[src/rtl/ir_nec_decoder.sv]
// ir_nec_decoder: decodes NEC infrared remote frames from a demodulated receiver
// and drives the 3-bit motion code consumed by the command transmitter.
// Optional macro NEC_CHECKSUM_EN: reject frames whose complement bytes do not match.
module ir_nec_decoder #(
  parameter int TICK_CLKS     = 2813,
  parameter int TIMEOUT_TICKS = 200,
  parameter int HOLD_TICKS    = 4000
) (
  input  logic       clk,
  input  logic       rst,
  input  logic       ir_n,
  output logic [2:0] state_control,
  output logic [7:0] cmd_code,
  output logic [7:0] addr,
  output logic       cmd_valid,
  output logic       rpt_valid,
  output logic       frame_err
);

  localparam int PRESC_W = (TICK_CLKS > 1) ? $clog2(TICK_CLKS) : 1;
  localparam int HOLD_W  = (HOLD_TICKS > 1) ? $clog2(HOLD_TICKS) : 1;
  localparam logic [PRESC_W-1:0] PRESC_LAST  = PRESC_W'(TICK_CLKS - 1);
  localparam logic [HOLD_W-1:0]  HOLD_LAST   = HOLD_W'(HOLD_TICKS - 1);
  localparam logic [7:0]         TIMEOUT_DUR = 8'(TIMEOUT_TICKS);

  typedef enum logic [2:0] {
    IDLE,
    LEAD_MARK,
    LEAD_SPACE,
    BIT_MARK,
    BIT_SPACE,
    STOP_MARK,
    RPT_MARK
  } state_t;

  logic              sync1_q, sync2_q, prev_q;
  logic              riseEdge, fallEdge, anyEdge;
  logic [PRESC_W-1:0] presc_q;
  logic              tick;
  logic [7:0]        dur_q;
  logic              isLeadMark, isLeadSpace, isRptSpace, isShort, isOneSpace;
  logic              checksumOk;
  logic              abortFrame;

  state_t            state_q, state_d;
  logic [4:0]        bitCnt_q, bitCnt_d;
  logic [31:0]       shift_q, shift_d;
  logic [2:0]        stateCtl_q, stateCtl_d;
  logic [7:0]        cmd_q, cmd_d;
  logic [7:0]        addr_q, addr_d;
  logic              cmdValid_q, cmdValid_d;
  logic              rptValid_q, rptValid_d;
  logic              frameErr_q, frameErr_d;
  logic              haveCmd_q, haveCmd_d;
  logic [HOLD_W-1:0] hold_q, hold_d;

  // Map a received command byte to a motion code; unknown commands keep the current code.
  function automatic logic [2:0] mapCmd(input logic [7:0] cmd, input logic [2:0] cur);
    case (cmd)
      8'h1C:   mapCmd = 3'b000;
      8'h08:   mapCmd = 3'b001;
      8'h5A:   mapCmd = 3'b010;
      8'h18:   mapCmd = 3'b011;
      8'h0D:   mapCmd = 3'b101;
      default: mapCmd = cur;
    endcase
  endfunction

  // Two-flop synchronizer plus a delayed copy for edge detection. Reset loads 0 so a
  // mark already in progress when reset releases never produces a falling edge.
  always_ff @(posedge clk) begin
    if (rst) begin
      sync1_q <= 1'b0;
      sync2_q <= 1'b0;
      prev_q  <= 1'b0;
    end else begin
      sync1_q <= ir_n;
      sync2_q <= sync1_q;
      prev_q  <= sync2_q;
    end
  end

  assign riseEdge = sync2_q & ~prev_q;
  assign fallEdge = ~sync2_q & prev_q;
  assign anyEdge  = riseEdge | fallEdge;
  assign tick     = (presc_q == PRESC_LAST);

  // Free-running prescaler producing one timing tick every TICK_CLKS clocks.
  always_ff @(posedge clk) begin
    if (rst) begin
      presc_q <= '0;
    end else if (tick) begin
      presc_q <= '0;
    end else begin
      presc_q <= presc_q + 1'b1;
    end
  end

  // Length of the current line level in ticks: cleared on each edge, saturating at 255.
  always_ff @(posedge clk) begin
    if (rst) begin
      dur_q <= 8'd0;
    end else if (anyEdge) begin
      dur_q <= 8'd0;
    end else if (tick && (dur_q != 8'hFF)) begin
      dur_q <= dur_q + 8'd1;
    end
  end

  assign isLeadMark  = (dur_q >= 8'd144) && (dur_q <= 8'd176);
  assign isLeadSpace = (dur_q >= 8'd72)  && (dur_q <= 8'd88);
  assign isRptSpace  = (dur_q >= 8'd36)  && (dur_q <= 8'd44);
  assign isShort     = (dur_q >= 8'd7)   && (dur_q <= 8'd13);
  assign isOneSpace  = (dur_q >= 8'd26)  && (dur_q <= 8'd34);

`ifdef NEC_CHECKSUM_EN
  assign checksumOk = (shift_q[15:8] == ~shift_q[7:0]) && (shift_q[31:24] == ~shift_q[23:16]);
`else
  logic unusedBits;
  assign checksumOk = 1'b1;
  assign unusedBits = ^{shift_q[31:24], shift_q[15:8]};
`endif

  // Frame FSM, hold timer and output updates. The hold expiry is applied first so a
  // frame or repeat accepted in the same cycle overrides it and restarts the timer.
  always_comb begin
    state_d    = state_q;
    bitCnt_d   = bitCnt_q;
    shift_d    = shift_q;
    stateCtl_d = stateCtl_q;
    cmd_d      = cmd_q;
    addr_d     = addr_q;
    haveCmd_d  = haveCmd_q;
    hold_d     = hold_q;
    cmdValid_d = 1'b0;
    rptValid_d = 1'b0;
    frameErr_d = 1'b0;
    abortFrame = 1'b0;

    if (haveCmd_q && tick) begin
      if (hold_q == HOLD_LAST) begin
        hold_d     = '0;
        haveCmd_d  = 1'b0;
        stateCtl_d = 3'b000;
      end else begin
        hold_d = hold_q + 1'b1;
      end
    end

    case (state_q)
      IDLE: begin
        if (fallEdge) state_d = LEAD_MARK;
      end
      LEAD_MARK: begin
        if (riseEdge) begin
          if (isLeadMark) state_d = LEAD_SPACE;
          else abortFrame = 1'b1;
        end
      end
      LEAD_SPACE: begin
        if (fallEdge) begin
          if (isLeadSpace) begin
            state_d  = BIT_MARK;
            bitCnt_d = 5'd0;
          end else if (isRptSpace) begin
            state_d = RPT_MARK;
          end else begin
            abortFrame = 1'b1;
          end
        end
      end
      BIT_MARK: begin
        if (riseEdge) begin
          if (isShort) state_d = BIT_SPACE;
          else abortFrame = 1'b1;
        end
      end
      BIT_SPACE: begin
        if (fallEdge) begin
          if (isShort || isOneSpace) begin
            shift_d  = {isOneSpace, shift_q[31:1]};
            bitCnt_d = bitCnt_q + 5'd1;
            state_d  = (bitCnt_q == 5'd31) ? STOP_MARK : BIT_MARK;
          end else begin
            abortFrame = 1'b1;
          end
        end
      end
      STOP_MARK: begin
        if (riseEdge) begin
          if (isShort && checksumOk) begin
            addr_d     = shift_q[7:0];
            cmd_d      = shift_q[23:16];
            stateCtl_d = mapCmd(shift_q[23:16], stateCtl_q);
            cmdValid_d = 1'b1;
            haveCmd_d  = 1'b1;
            hold_d     = '0;
            state_d    = IDLE;
          end else begin
            abortFrame = 1'b1;
          end
        end
      end
      RPT_MARK: begin
        if (riseEdge) begin
          if (isShort && haveCmd_q) begin
            rptValid_d = 1'b1;
            haveCmd_d  = 1'b1;
            hold_d     = '0;
            stateCtl_d = stateCtl_q;
            state_d    = IDLE;
          end else begin
            abortFrame = 1'b1;
          end
        end
      end
      default: state_d = IDLE;
    endcase

    if ((state_q != IDLE) && !anyEdge && (dur_q >= TIMEOUT_DUR)) abortFrame = 1'b1;

    if (abortFrame) begin
      frameErr_d = 1'b1;
      state_d    = IDLE;
    end
  end

  // State and output registers.
  always_ff @(posedge clk) begin
    if (rst) begin
      state_q    <= IDLE;
      bitCnt_q   <= 5'd0;
      shift_q    <= 32'd0;
      stateCtl_q <= 3'b000;
      cmd_q      <= 8'd0;
      addr_q     <= 8'd0;
      cmdValid_q <= 1'b0;
      rptValid_q <= 1'b0;
      frameErr_q <= 1'b0;
      haveCmd_q  <= 1'b0;
      hold_q     <= '0;
    end else begin
      state_q    <= state_d;
      bitCnt_q   <= bitCnt_d;
      shift_q    <= shift_d;
      stateCtl_q <= stateCtl_d;
      cmd_q      <= cmd_d;
      addr_q     <= addr_d;
      cmdValid_q <= cmdValid_d;
      rptValid_q <= rptValid_d;
      frameErr_q <= frameErr_d;
      haveCmd_q  <= haveCmd_d;
      hold_q     <= hold_d;
    end
  end

  assign state_control = stateCtl_q;
  assign cmd_code      = cmd_q;
  assign addr          = addr_q;
  assign cmd_valid     = cmdValid_q;
  assign rpt_valid     = rptValid_q;
  assign frame_err     = frameErr_q;

endmodule

[config.mk]
export PLATFORM = sky130hd
export DESIGN_NAME = ir_nec_decoder
export DESIGN_NICKNAME = d
export VERILOG_FILES = /design/src/rtl/ir_nec_decoder.sv
export SDC_FILE = /design/constraint.sdc
export NUM_CORES = 1
export LEC_CHECK = 0
export CAP_MARGIN = 30
export CORE_ASPECT_RATIO = 0.8
export CORE_UTILIZATION = 59
export DETAILED_ROUTE_END_ITERATION = 16
export PLACE_DENSITY_LB_ADDON = 0.05
export SLEW_MARGIN = 20
export SYNTH_ARGS = -nofsm -noshare
export SYNTH_HDL_FRONTEND = slang
export SYNTH_SLANG_ARGS = --single-unit
[constraint.sdc]
create_clock -name clk -period 2.93 [get_ports clk]
set_input_delay 0.7325 -clock clk [delete_from_list [all_inputs] [get_ports clk]]
set_output_delay 0.7325 -clock clk [all_outputs]
set_load 0.005 [all_outputs]
==> metrics list <==
- In the final layout, the share of cells above drive strength 1 is 5.495%.
- Number of I/O port buffers: 24
* Root Driver: clkbuf_8
* Post-DP Area: 0.004698 sq mm
- The share of the Yosys chip area taken by registers is ~44%.
- Static timing analysis puts the maximum clock frequency at ~380 MHz.
- Cell internal power was estimated by the tool at 0.001693 W.
- Minimum clock period after layout: 2.665 ns
* Antenna Violating Nets Remaining: 0
- The signal on the critical path passes through inv_1 > ha_1 > or3b_4 > a2111oi_4 > nor3_1 > or3_4 > a211oi_4 > mux2i_1 > a21boi_1.
* Leakage power figure: between 1.5 and 2 nW
- Vias in the first global route: 3278
- Global routing used 23.03% of the available tracks across all layers.
- The cell family contributing the most delay on the critical path is simple AND/OR/NAND/NOR gates.
- Leaving out fill and tap cells, the most frequent cell in the layout is dfxtp_1.
- Post-CTS repair changed the size of 0 cells.
- The initialized floorplan defines 27 standard-cell rows.
- Avg Inst Size Synth: approximately 8.4 sq um
* Worst ir drop on vdd: between 0.3 and 0.4 mV
- Maximum capacitance violations: 0
- After detailed placement, the design holds a cell count of between 600 and 700.
- STA classifies the critical path endpoint as a flip-flop.
- Antenna Diode Count: 0
* Portion of the clock cycle consumed by the worst path in the final layout: 90.97%
- Of the total power, the share spent switching nets is 24.77%.
- Met1 wire length: around 4.3 mm
- In the final routed layout, each cell accounts on average for 13.24 um.
- The final layout contains routed wiring with a total length of 8.384 mm.
- Run status: finished, final reports clean
* Hold-fix buffer count after cts: 0
- Number of antenna violations at the first check in global routing: 0
- Synthesis instantiated between 50 and 60 different standard cells from the library.
- The worst setup path is of the reg2reg kind.
* Number of vias in the routed layout: 3525
- Counting every instance in the synthesized netlist gives about 530.
- The die covers between 0.007 and 0.008 sq mm.
- Required arrival time at the worst endpoint: 3.18 ns
* Part of the power in registers: between 60% and 70%
- Number of slew-limit violations in the final report: 0
* Area Overhead vs Synth: 10.57%
- On the critical path, the stage with the largest delay is an instance of or3_4.
- For the worst setup path, the data arrival time is 2.92 ns.
- H-tree levels: 3
- Final #Nets: ~560
* Final-report setup violation count: 0
- Relative max-transition margin: roughly 55%
- 25 I/O pins were placed.
- FF+latch count, synth: 98
- Routability cong.: 0.8677
* Category of the worst setup path launch point: flip-flop
* Number of post-CTS setup repair buffers: 0
- During synthesis, Yosys emitted a total of 0 warnings.
* Register clock-pin slew on the reported worst setup and hold paths: 0.10 ns
- Post-Synthesis Cell Area: 0.004414 sq mm
- In this run the horizontal extent of the chip is 98.71 um.
* Detail-routed via count per cell: 5.569
- Worst-path fanout max: 7
- Entering global routing, the biggest net connects 34 pins.
* Unrepaired setup endpoints after global routing: no
- Comb power frac: 3.2%
* Overall die height: between 70 and 80 um
* Post-synth top flop: dfxtp_1
- TritonCTS built the clock tree.
- The number of clock buffers added by TritonCTS is 9.
* Count of final hold-check violations: 0
* Async S/R FF share, synth: 0%
* Remaining design rule violation count: 0
- Effective utilization at floorplan: 62.52%
* Global-route wire length before repair: roughly 15 mm
- Buffers and inverters on the worst path: 1
- Tightest Pin Transition: between 0.6 and 0.7 ns
- Routed wl met3: 261 um
- Sink count of the clock tree: 98
* Commonest cells after routing, fill and taps aside: dfxtp_1, nand2_1, nor2_1
* Final instance count without filler cells: approximately 630
- The min-delay analysis places its worst path in the category reg2reg.
- Yosys mapped a number of flops with a built-in enable equal to 0.
- Remaining global-route overflow: 0
- In this run the top signal layer used is met4.
- Worst-Skew Late Latency: 0.36 ns
* Reported net switching power: about 0.00056 W
- Adding up every negative setup slack in the final design gives 0 ns.
- After routing the design area is between 0.004 and 0.005 sq mm.
- The largest single stage delay on the critical path is 0.43 ns.
* Floorplan core area: 0.007061 sq mm
- When the netlist entered floorplanning its net count stood at 542.
- Worst-case clock buffer depth: 2
* Number of design-rule violations left by the first detailed-router iteration: ~140
* Met2 WL: 3.797 mm
- Part of the total power dissipated in the clock network: 36.6%
- Before antenna repair, the detailed router went through 4 iterations.
- Dividing total power by cell area gives a power density of 461.1 mW/mm^2.
- Worst clock skew on the final layout: 0.01139 ns
* Estimated wirelength of the detail-placed design: around 5.8 mm
power groups by stage:
stage          Sequential (W)  Clock (W)  Combinational [W]
2_1_floorplan         0.00138          0          0.0000614
4_1_cts               0.00135   0.000853          0.0000720
5_1_grt               0.00136   0.000906          0.0000804
3_5_place_dp          0.00138          0          0.0000714
6_report              0.00135   0.000825          0.0000716
3_3_place_gp          0.00138          0          0.0000699
cell usage after synthesis (all sizes together) (3+ instances only):
| library cell | number | area (sq um) |
|---|---|---|
| dfxtp | 98 | 1962 |
| nand2 | 85 | 319.1 |
| nor2 | 74 | 277.8 |
| a21oi | 47 | 235.2 |
| xor2 | 20 | 175.2 |
| mux2i | 18 | 180.2 |
| clkbuf | 17 | 63.81 |
| nand3 | 16 | 80.08 |
| buf | 13 | 68.82 |
| and3 | 12 | 75.07 |
| ha | 11 | 137.6 |
| inv | 11 | 41.29 |
| o21ai | 11 | 55.05 |
| nand4 | 9 | 56.30 |
| nor2b | 9 | 56.30 |
| nand2b | 8 | 50.05 |
| nor3 | 8 | 40.04 |
| xnor2 | 7 | 61.31 |
| and2 | 5 | 31.28 |
| o21a | 4 | 30.03 |
| a211oi | 3 | 35.03 |
| a21o | 3 | 22.52 |
| nand3b | 3 | 22.52 |
| nor3b | 3 | 22.52 |
| nor4bb | 3 | 30.03 |
| or3 | 3 | 28.78 |
worst paths after layout:
check	to	depth (start not counted)	slack [ns]	start
worst max-delay path	state_q[1]	9	0.26	dur_q[1]
worst max register to register	state_q[1]	9	0.26	dur_q[1]
worst min-delay path	sync2_q	1	0.43	sync1_q
worst min register to register	sync2_q	1	0.43	sync1_q
flip-flops by register name (all words and copies together), names as in the netlist, 3 cells and up:
| register | count |
|---|---|
| shift_q | 32 |
| hold_q | 12 |
| presc_q | 12 |
| cmd_code | 8 |
| state_control | 3 |
| dur_q | 8 |
| state_q | 3 |
| addr | 8 |
| bitCnt_q | 5 |
stage by stage:
step	utilization (%)	hold WS, ns	power [W]	setup WS, ns
finish	69.13	0.4343	0.002250	0.2647
floorplan	-	0.4138	0.001438	0.4834
global route	69.13	0.4594	0.002343	0.09796
global placement	66.54	0.4232	0.001454	0.3883
CTS	69.13	0.4383	0.002279	0.2569
detailed placement	66.54	0.4318	0.001456	0.2792
per-layer routing:
metal,vias up,global-route usage (%)
li1,1806,-
met1,1675,30.91
met2,42,37.54
met3,2,5.634
met4,0,5.373
met5,-,0
kinds of logic after synthesis:
kind of cell	count (synthesis)	share of synthesized area (%)
muxes	18	4.082
buffers and inverters	41	3.940
adders and majority gates	11	3.118
DFF	98	44.44
AOI/OAI and AO/OA	86	12.39
and+or+nand+nor	247	26.67
xor gates and xnor gates	27	5.357
area by class of cell:
type	count	area (sq um)
clock buffer	10	127.6
timing repair buffer	32	307.8
clock inverter	6	55.05
fill	593	2180
multi-input combinational	389	2278
inverter	11	41.29
sequential	98	1962
tap	87	108.9
(Power assumes the default switching activity.)
